$ cat src/rtl/jtag_pkg.sv
// Shared JTAG TAP types and constants: state encoding, instruction opcodes
// and the fixed IR capture pattern.
package jtag_pkg;

    localparam int IR_LEN = 4;

    // 16 TAP controller states, 4-bit encoding
    typedef enum logic [3:0] {
        TLR   = 4'd0,
        RTI   = 4'd1,
        SelDR = 4'd2,
        CapDR = 4'd3,
        ShDR  = 4'd4,
        Ex1DR = 4'd5,
        PaDR  = 4'd6,
        Ex2DR = 4'd7,
        UpdDR = 4'd8,
        SelIR = 4'd9,
        CapIR = 4'd10,
        ShIR  = 4'd11,
        Ex1IR = 4'd12,
        PaIR  = 4'd13,
        Ex2IR = 4'd14,
        UpdIR = 4'd15
    } tap_state_t;

    // Instruction opcodes; any code not listed here behaves as BYPASS
    localparam logic [IR_LEN-1:0] OP_EXTEST         = 4'b0000;
    localparam logic [IR_LEN-1:0] OP_SAMPLE_PRELOAD = 4'b0001;
    localparam logic [IR_LEN-1:0] OP_IDCODE         = 4'b0010;
    localparam logic [IR_LEN-1:0] OP_DEBUG          = 4'b1000;
    localparam logic [IR_LEN-1:0] OP_MBIST          = 4'b1001;
    localparam logic [IR_LEN-1:0] OP_BYPASS         = 4'b1111;

    // Pattern loaded into the IR shifter in Capture-IR (LSB pair 01)
    localparam logic [IR_LEN-1:0] IR_CAPTURE = 4'b0101;

endpackage

$ cat src/rtl/jtag_tap_fsm.sv
// TAP controller state machine: state register, TMS-driven next-state logic
// and Moore strobes decoded from the current state.
module jtag_tap_fsm
    import jtag_pkg::*;
(
    input  logic tclk,
    input  logic test_logic_reset_i,
    input  logic tms_i,
    output logic test_logic_reset_o,
    output logic capture_dr_o,
    output logic shift_dr_o,
    output logic pause_dr_o,
    output logic update_dr_o,
    output logic capture_ir_o,
    output logic shift_ir_o,
    output logic update_ir_o
);

    tap_state_t state;
    tap_state_t state_next;

    // State register; external reset lands in Test-Logic-Reset on this edge
    always_ff @(posedge tclk) begin
        if (test_logic_reset_i) begin
            state <= TLR;
        end else begin
            state <= state_next;
        end
    end

    // Standard 1149.1 TMS graph plus strobes decoded from the current state
    always_comb begin
        state_next         = state;
        test_logic_reset_o = 1'b0;
        capture_dr_o       = 1'b0;
        shift_dr_o         = 1'b0;
        pause_dr_o         = 1'b0;
        update_dr_o        = 1'b0;
        capture_ir_o       = 1'b0;
        shift_ir_o         = 1'b0;
        update_ir_o        = 1'b0;
        case (state)
            TLR: begin
                test_logic_reset_o = 1'b1;
                state_next = tms_i ? TLR : RTI;
            end
            RTI:   state_next = tms_i ? SelDR : RTI;
            SelDR: state_next = tms_i ? SelIR : CapDR;
            CapDR: begin
                capture_dr_o = 1'b1;
                state_next = tms_i ? Ex1DR : ShDR;
            end
            ShDR: begin
                shift_dr_o = 1'b1;
                state_next = tms_i ? Ex1DR : ShDR;
            end
            Ex1DR: state_next = tms_i ? UpdDR : PaDR;
            PaDR: begin
                pause_dr_o = 1'b1;
                state_next = tms_i ? Ex2DR : PaDR;
            end
            Ex2DR: state_next = tms_i ? UpdDR : ShDR;
            UpdDR: begin
                update_dr_o = 1'b1;
                state_next = tms_i ? SelDR : RTI;
            end
            SelIR: state_next = tms_i ? TLR : CapIR;
            CapIR: begin
                capture_ir_o = 1'b1;
                state_next = tms_i ? Ex1IR : ShIR;
            end
            ShIR: begin
                shift_ir_o = 1'b1;
                state_next = tms_i ? Ex1IR : ShIR;
            end
            Ex1IR: state_next = tms_i ? UpdIR : PaIR;
            PaIR:  state_next = tms_i ? Ex2IR : PaIR;
            Ex2IR: state_next = tms_i ? UpdIR : ShIR;
            UpdIR: begin
                update_ir_o = 1'b1;
                state_next = tms_i ? SelDR : RTI;
            end
            default: state_next = TLR;
        endcase
    end

endmodule

$ cat src/rtl/jtag_tap_ctrl.sv
// JTAG TAP controller top: instruction register, bypass and IDCODE data
// registers, instruction decode and the negedge-registered TDO mux.
module jtag_tap_ctrl #(
    parameter int          IR_LEN     = 4,
    // Bit 0 must be 1 so IDCODE is distinguishable from BYPASS on a scan
    parameter logic [31:0] IDCODE_VAL = 32'h1000_0001
) (
    input  logic tclk,
    input  logic test_logic_reset_i,
    input  logic tms_i,
    input  logic tdi_i,
    output logic tdo_o,
    output logic tdo_oe_o,
    output logic test_logic_reset_o,
    output logic capture_dr_o,
    output logic shift_dr_o,
    output logic pause_dr_o,
    output logic update_dr_o,
    output logic extest_sel_o,
    output logic sample_preload_sel_o,
    output logic debug_sel_o,
    output logic mbist_sel_o,
    input  logic bs_chain_tdi_i,
    input  logic debug_tdi_i,
    input  logic mbist_tdi_i
);
    import jtag_pkg::*;

    logic              capture_ir;
    logic              shift_ir;
    logic              update_ir;
    logic [IR_LEN-1:0] ir;
    logic [IR_LEN-1:0] ir_shift;
    logic              bypass_bit;
    logic [31:0]       idcode_shift;
    logic              idcode_sel;
    logic              tdo_src;

    jtag_tap_fsm u_fsm (
        .tclk               (tclk),
        .test_logic_reset_i (test_logic_reset_i),
        .tms_i              (tms_i),
        .test_logic_reset_o (test_logic_reset_o),
        .capture_dr_o       (capture_dr_o),
        .shift_dr_o         (shift_dr_o),
        .pause_dr_o         (pause_dr_o),
        .update_dr_o        (update_dr_o),
        .capture_ir_o       (capture_ir),
        .shift_ir_o         (shift_ir),
        .update_ir_o        (update_ir)
    );

    // IR shifter: capture fixed pattern, shift right with TDI entering the MSB
    always_ff @(posedge tclk) begin
        if (test_logic_reset_i || capture_ir) begin
            ir_shift <= IR_CAPTURE;
        end else if (shift_ir) begin
            ir_shift <= {tdi_i, ir_shift[IR_LEN-1:1]};
        end
    end

    // Active IR: IDCODE while in Test-Logic-Reset, new opcode on leaving UpdIR
    always_ff @(posedge tclk) begin
        if (test_logic_reset_i || test_logic_reset_o) begin
            ir <= OP_IDCODE;
        end else if (update_ir) begin
            ir <= ir_shift;
        end
    end

    // Bypass bit: captures 0, then one-stage delay of TDI while shifting
    always_ff @(posedge tclk) begin
        if (test_logic_reset_i || capture_dr_o) begin
            bypass_bit <= 1'b0;
        end else if (shift_dr_o) begin
            bypass_bit <= tdi_i;
        end
    end

    // IDCODE shifter: capture the device ID, shift right LSB-first
    always_ff @(posedge tclk) begin
        if (test_logic_reset_i || capture_dr_o) begin
            idcode_shift <= IDCODE_VAL;
        end else if (shift_dr_o) begin
            idcode_shift <= {tdi_i, idcode_shift[31:1]};
        end
    end

    // Instruction decode; selects forced low in Test-Logic-Reset because the
    // IR only returns to IDCODE on the first posedge spent there
    always_comb begin
        extest_sel_o         = 1'b0;
        sample_preload_sel_o = 1'b0;
        debug_sel_o          = 1'b0;
        mbist_sel_o          = 1'b0;
        idcode_sel           = 1'b0;
        if (!test_logic_reset_o) begin
            case (ir)
                OP_EXTEST:         extest_sel_o         = 1'b1;
                OP_SAMPLE_PRELOAD: sample_preload_sel_o = 1'b1;
                OP_IDCODE:         idcode_sel           = 1'b1;
                OP_DEBUG:          debug_sel_o          = 1'b1;
                OP_MBIST:          mbist_sel_o          = 1'b1;
                default:           ;
            endcase
        end
    end

    // TDO source selection from posedge-side state; zero when not shifting
    always_comb begin
        tdo_src = 1'b0;
        if (shift_ir) begin
            tdo_src = ir_shift[0];
        end else if (shift_dr_o) begin
            if (extest_sel_o || sample_preload_sel_o) begin
                tdo_src = bs_chain_tdi_i;
            end else if (debug_sel_o) begin
                tdo_src = debug_tdi_i;
            end else if (mbist_sel_o) begin
                tdo_src = mbist_tdi_i;
            end else if (idcode_sel) begin
                tdo_src = idcode_shift[0];
            end else begin
                tdo_src = bypass_bit;
            end
        end
    end

    // TDO and its enable change on the falling edge so the pad is stable
    // around the next rising edge of the downstream device
    always_ff @(negedge tclk) begin
        if (test_logic_reset_i) begin
            tdo_o    <= 1'b0;
            tdo_oe_o <= 1'b0;
        end else begin
            tdo_o    <= tdo_src;
            tdo_oe_o <= shift_ir | shift_dr_o;
        end
    end

endmodule

$ cat config.mk
export PLATFORM = sky130hd
export DESIGN_NAME = jtag_tap_ctrl
export DESIGN_NICKNAME = d
export VERILOG_FILES = /design/src/rtl/jtag_pkg.sv /design/src/rtl/jtag_tap_fsm.sv /design/src/rtl/jtag_tap_ctrl.sv
export SDC_FILE = /design/constraint.sdc
export NUM_CORES = 1
export LEC_CHECK = 0
export CAP_MARGIN = 20
export CORE_ASPECT_RATIO = 1.2
export CORE_MARGIN = 1
export CORE_UTILIZATION = 60
export CTS_CLUSTER_DIAMETER = 100
export DETAILED_ROUTE_END_ITERATION = 10
export PLACE_DENSITY = 0.83
export SETUP_SLACK_MARGIN = 0.2
export SLEW_MARGIN = 20
export SYNTH_ARGS = -nofsm -noshare
export SYNTH_HDL_FRONTEND = slang
export SYNTH_HIERARCHICAL = 1
export SYNTH_SLANG_ARGS = --single-unit
$ cat constraint.sdc
create_clock -name tclk -period 5.4 [get_ports tclk]
set_input_delay 1.08 -clock tclk [delete_from_list [all_inputs] [get_ports tclk]]
set_output_delay 1.08 -clock tclk [all_outputs]
set_load 0.005 [all_outputs]
# Word-level counts from Yosys, hierarchy flattened
# Cells that the tools add are included.
dict set report classes {
  n_addsub 0
  shifts 0
  multipliers 0
  n_mux 37
  div_mod_pow 0
  n_lt_le_gt_ge 0
  eq_ne 19
  bitwise_logic 1
  reduce_logical 9
}
# op n
set ops {}
lappend ops {{$pmux 4 s12} 1}
lappend ops {{$eq 4x4->1 const B} 10}
lappend ops {{$mux 1} 27}
lappend ops {{$eq 4x3->1 const B} 4}
lappend ops {{$mux 4} 4}
lappend ops {{$eq 4x2->1 const B} 3}
lappend ops {{$eq 4x1->1 const B} 2}
lappend ops {{$logic_not 4->1} 2}
lappend ops {{$mux 2} 3}
lappend ops {{$mux 3} 2}
lappend ops {{$logic_or 1x1->1} 4}
lappend ops {{$reduce_or 2->1} 2}
lappend ops {{$reduce_or 3->1} 1}
lappend ops {{$or 1x1->1} 1}
dict set report totals {
  rom_bits 0
  wordCells 73
  latch_bits 0
  regBits 47
  in_bits 7
  n_memories 0
  ram_bits 0
  output_inout_bits 11
}

# Logic depth before layout (Yosys ltp)
dict set report depth {
  ltp_word 9
  depth_mapped 7
  ltp_nobuf 6
}

# By module
# The synthesis kept the hierarchy.
# module area_per_inst_um2 cells_each n_inst seq_area_each_um2
set modules_own_cells {}
lappend modules_own_cells {jtag_tap_ctrl 1624.1 158 1 840.8}
lappend modules_own_cells {jtag_tap_fsm 364.1 50 1 80.1}

==> results.toml <==
[setup_path]
path_cells = "clkdlybuf4s50_1"
slowest_stage = "clkdlybuf4s50_1"
worstPathArrival_ns = 3.90
critPathLaunchType = "flop"
crit_path_max_incr_delay_ns = 0.49
worstSetupPathType = "reg -> out"
path_max_fanout = 1
worstPathRequired_ns = 4.32
end_kind = "output port"
crit_buf_inv = 1
crit_family = "buffers and inverters"

[yosys]
ys_seq_area_frac = 0.463
ys_warn_count = 6
synth_edf_count = 0
syn_inst = 208
synthTopCellsByArea = "dfxtp_1, mux2i_1, nor2_1"
synth_top_cell_by_area = "dfxtp_1"
async_flop_share = 0
synth_ff_type = "dfxtp_1"
yosys_register_bits = 46
synth_top_cell_area_share = 0.463
syn_area_per_cell_um2 = 9.56
synth_nets = 215
netlist_area_um2 = 1990
synthDistinctLibCells = 40

[sta]
finalSetupTns_ns = 0
hold_viol_final = 0
worst_slack_ns = 0.424
slew_headroom = 0.366
grt_setup_unrepaired = "false"
fin_worst_skew_ns = 0.0468
worstMarginPinSlew_ns = 0.952
finalSetupViolCount = 0
drv_slew = 0

[global_routing]
antenna_found_initial = 0
use_met3 = 0.0798
grt_max_degree = 37
busiest_layer = "met2"
overflow = 0
grt_pass1_wl_um = 5840
met2_usage = 0.389
grt.total_usage = 0.231
use_met1 = 0.242
grt_pass1_vias = 1425

[power_and_ir_drop]
pwr-share-comb = 0.093
p_leak_nw = 0.762
p_seq_frac = 0.500
switchingPower_w = 0.000158
peakVddDrop_mv = 0.373
p_clk_frac = 0.407
swShare = 0.224
total_power_w = 0.000708
powerDensity_nw_per_um2 = 310
p_int_w = 0.000549

[floorplan]
die_x_um = 54.6
io_pins = 18
die_h_um = 65.1
core_um2 = 3110
initial_utilization = 0.639
rows = 22
dieArea_um2 = 3550

[cts]
cts_root_buffer = "clkbuf_4"
htree_num_levels = 2
clk_pin_slew_ns = 0.14
cts_resized = 0
worstSkewPairLatency_ns = 0.41
cts_tree = "done"
cts_setup_buffers = 0
cts.path.max_buffers = 2
cts_buffers = 5
cts_hold_buf = 0
clock-sinks = 46

[place]
gp_congestion = 0.785
hpwl_um = 2390
place_ws_ns = 0.623
port_buffers = 17

[flow_run]
maxCapViolCount = 0

[cells_and_area]
final_common_cell = "dfxtp_1"
insertedDiodeCount = 0
drive_above_1_share = 0.104
syn2layout_area_growth_pct = 14.7
fin_nets = 228
most-common-layout-cells = "dfxtp_1, nor2_1, mux2i_1"

[drt]
drt-total-wl_um = 3560
dr_total_vias = 1488
antenna_left = 0
via_per_inst = 5.77
dr.pass1.iters = 4
post_drt_wl_per_cell_um = 13.8
drc = 0
drt_iter0_drc = 38

[min_path]
holdCritPathClass = "reg -> reg"

[outcome]
status = "completed"
==> sequential cells by signal, indices dropped and copies added (netlist names) <==
| name | cells |
|---|---|
| idcode_shift | 31 |
| bypass_bit | 1 |
| tdo_o | 1 |
| u_fsm/state | 4 |
| ir_shift | 4 |
| tdo_oe_o | 1 |
| ir | 4 |
==> metal layers <==
| layer | vias to the layer above | routed length [um] | part of all wire |
|---|---|---|---|
| met5 | - | 0 | 0 |
| met4 | 0 | 77 | 0.022 |
| met3 | 8 | 104 | 0.029 |
| met2 | 30 | 1870 | 0.52 |
| met1 | 705 | 1510 | 0.42 |
| li1 | 745 | - | - |
==> metrics by stage <==
step | area (um2) | hold WS, ns | instances | util
final | 2280 | 0.474 | 258 | 0.733
after global routing | 2280 | 0.495 | 258 | 0.733
after CTS | 2280 | 0.468 | 258 | 0.733
after detailed placement | 2150 | 0.457 | 249 | 0.692
after global placement | 2150 | 0.450 | 249 | 0.692
after floorplan | 1990 | 0.438 | 208 | -
==> cell usage after synthesis, drive strengths merged, types with 2 or more instances <==
cell type  count
o21ai          2
nor3           9
mux2i         38
dfxtp         46
buf            9
a21oi          6
nand2b         4
a31oi          2
a2111oi        2
a211o          2
nand2         10
o22ai          2
nor2          41
nor2b          5
clkbuf         7
inv            4
a221oi         3
==> layout make-up <==
cell class / instances / area (um2)
Multi-Input combinational cell: 142 / 972
Clock inverter: 4 / 67.6
Tap cell: 36 / 45.0
Timing Repair Buffer: 21 / 200
Clock buffer: 6 / 62.6
Sequential cell: 46 / 921
Inverter: 3 / 11.3
Fill cell: 229 / 831
==> power groups by stage <==
stage | sequential, W | clock [W] | combinational [W]
global route | 0.000356 | 0.000308 | 0.0000717
global placement | 0.000361 | 0.00000348 | 0.0000620
CTS | 0.000354 | 0.000293 | 0.0000653
detailed placement | 0.000361 | 0.00000348 | 0.0000649
finish | 0.000354 | 0.000288 | 0.0000656
floorplan | 0.000354 | 0.00000348 | 0.0000522
==> kinds of logic (layout without fill, tap and decap cells) <==
kind of cell,after synthesis,in the layout,synth area share
AND/OR/NAND/NOR,78,78,0.188
flip-flops,46,46,0.463
multiplexers,39,39,0.197
AO/OA/AOI/OAI,24,24,0.0975
buffers and inverters,20,34,0.0503
XOR/XNOR,1,1,0.00441
==> worst paths after layout <==
check / start / endpoint / slack [ns] / cells past startpoint
hold / removal: idcode_shift[1] / idcode_shift[0] / 0.47 / 1
setup reg to reg: u_fsm/state[3] / tdo_o / 0.84 / 6
setup / recovery: tdo_oe_o / tdo_oe_o / 0.42 / 1
hold reg to reg: idcode_shift[1] / idcode_shift[0] / 0.47 / 1
Note: power is estimated with default switching activity, not from simulation.
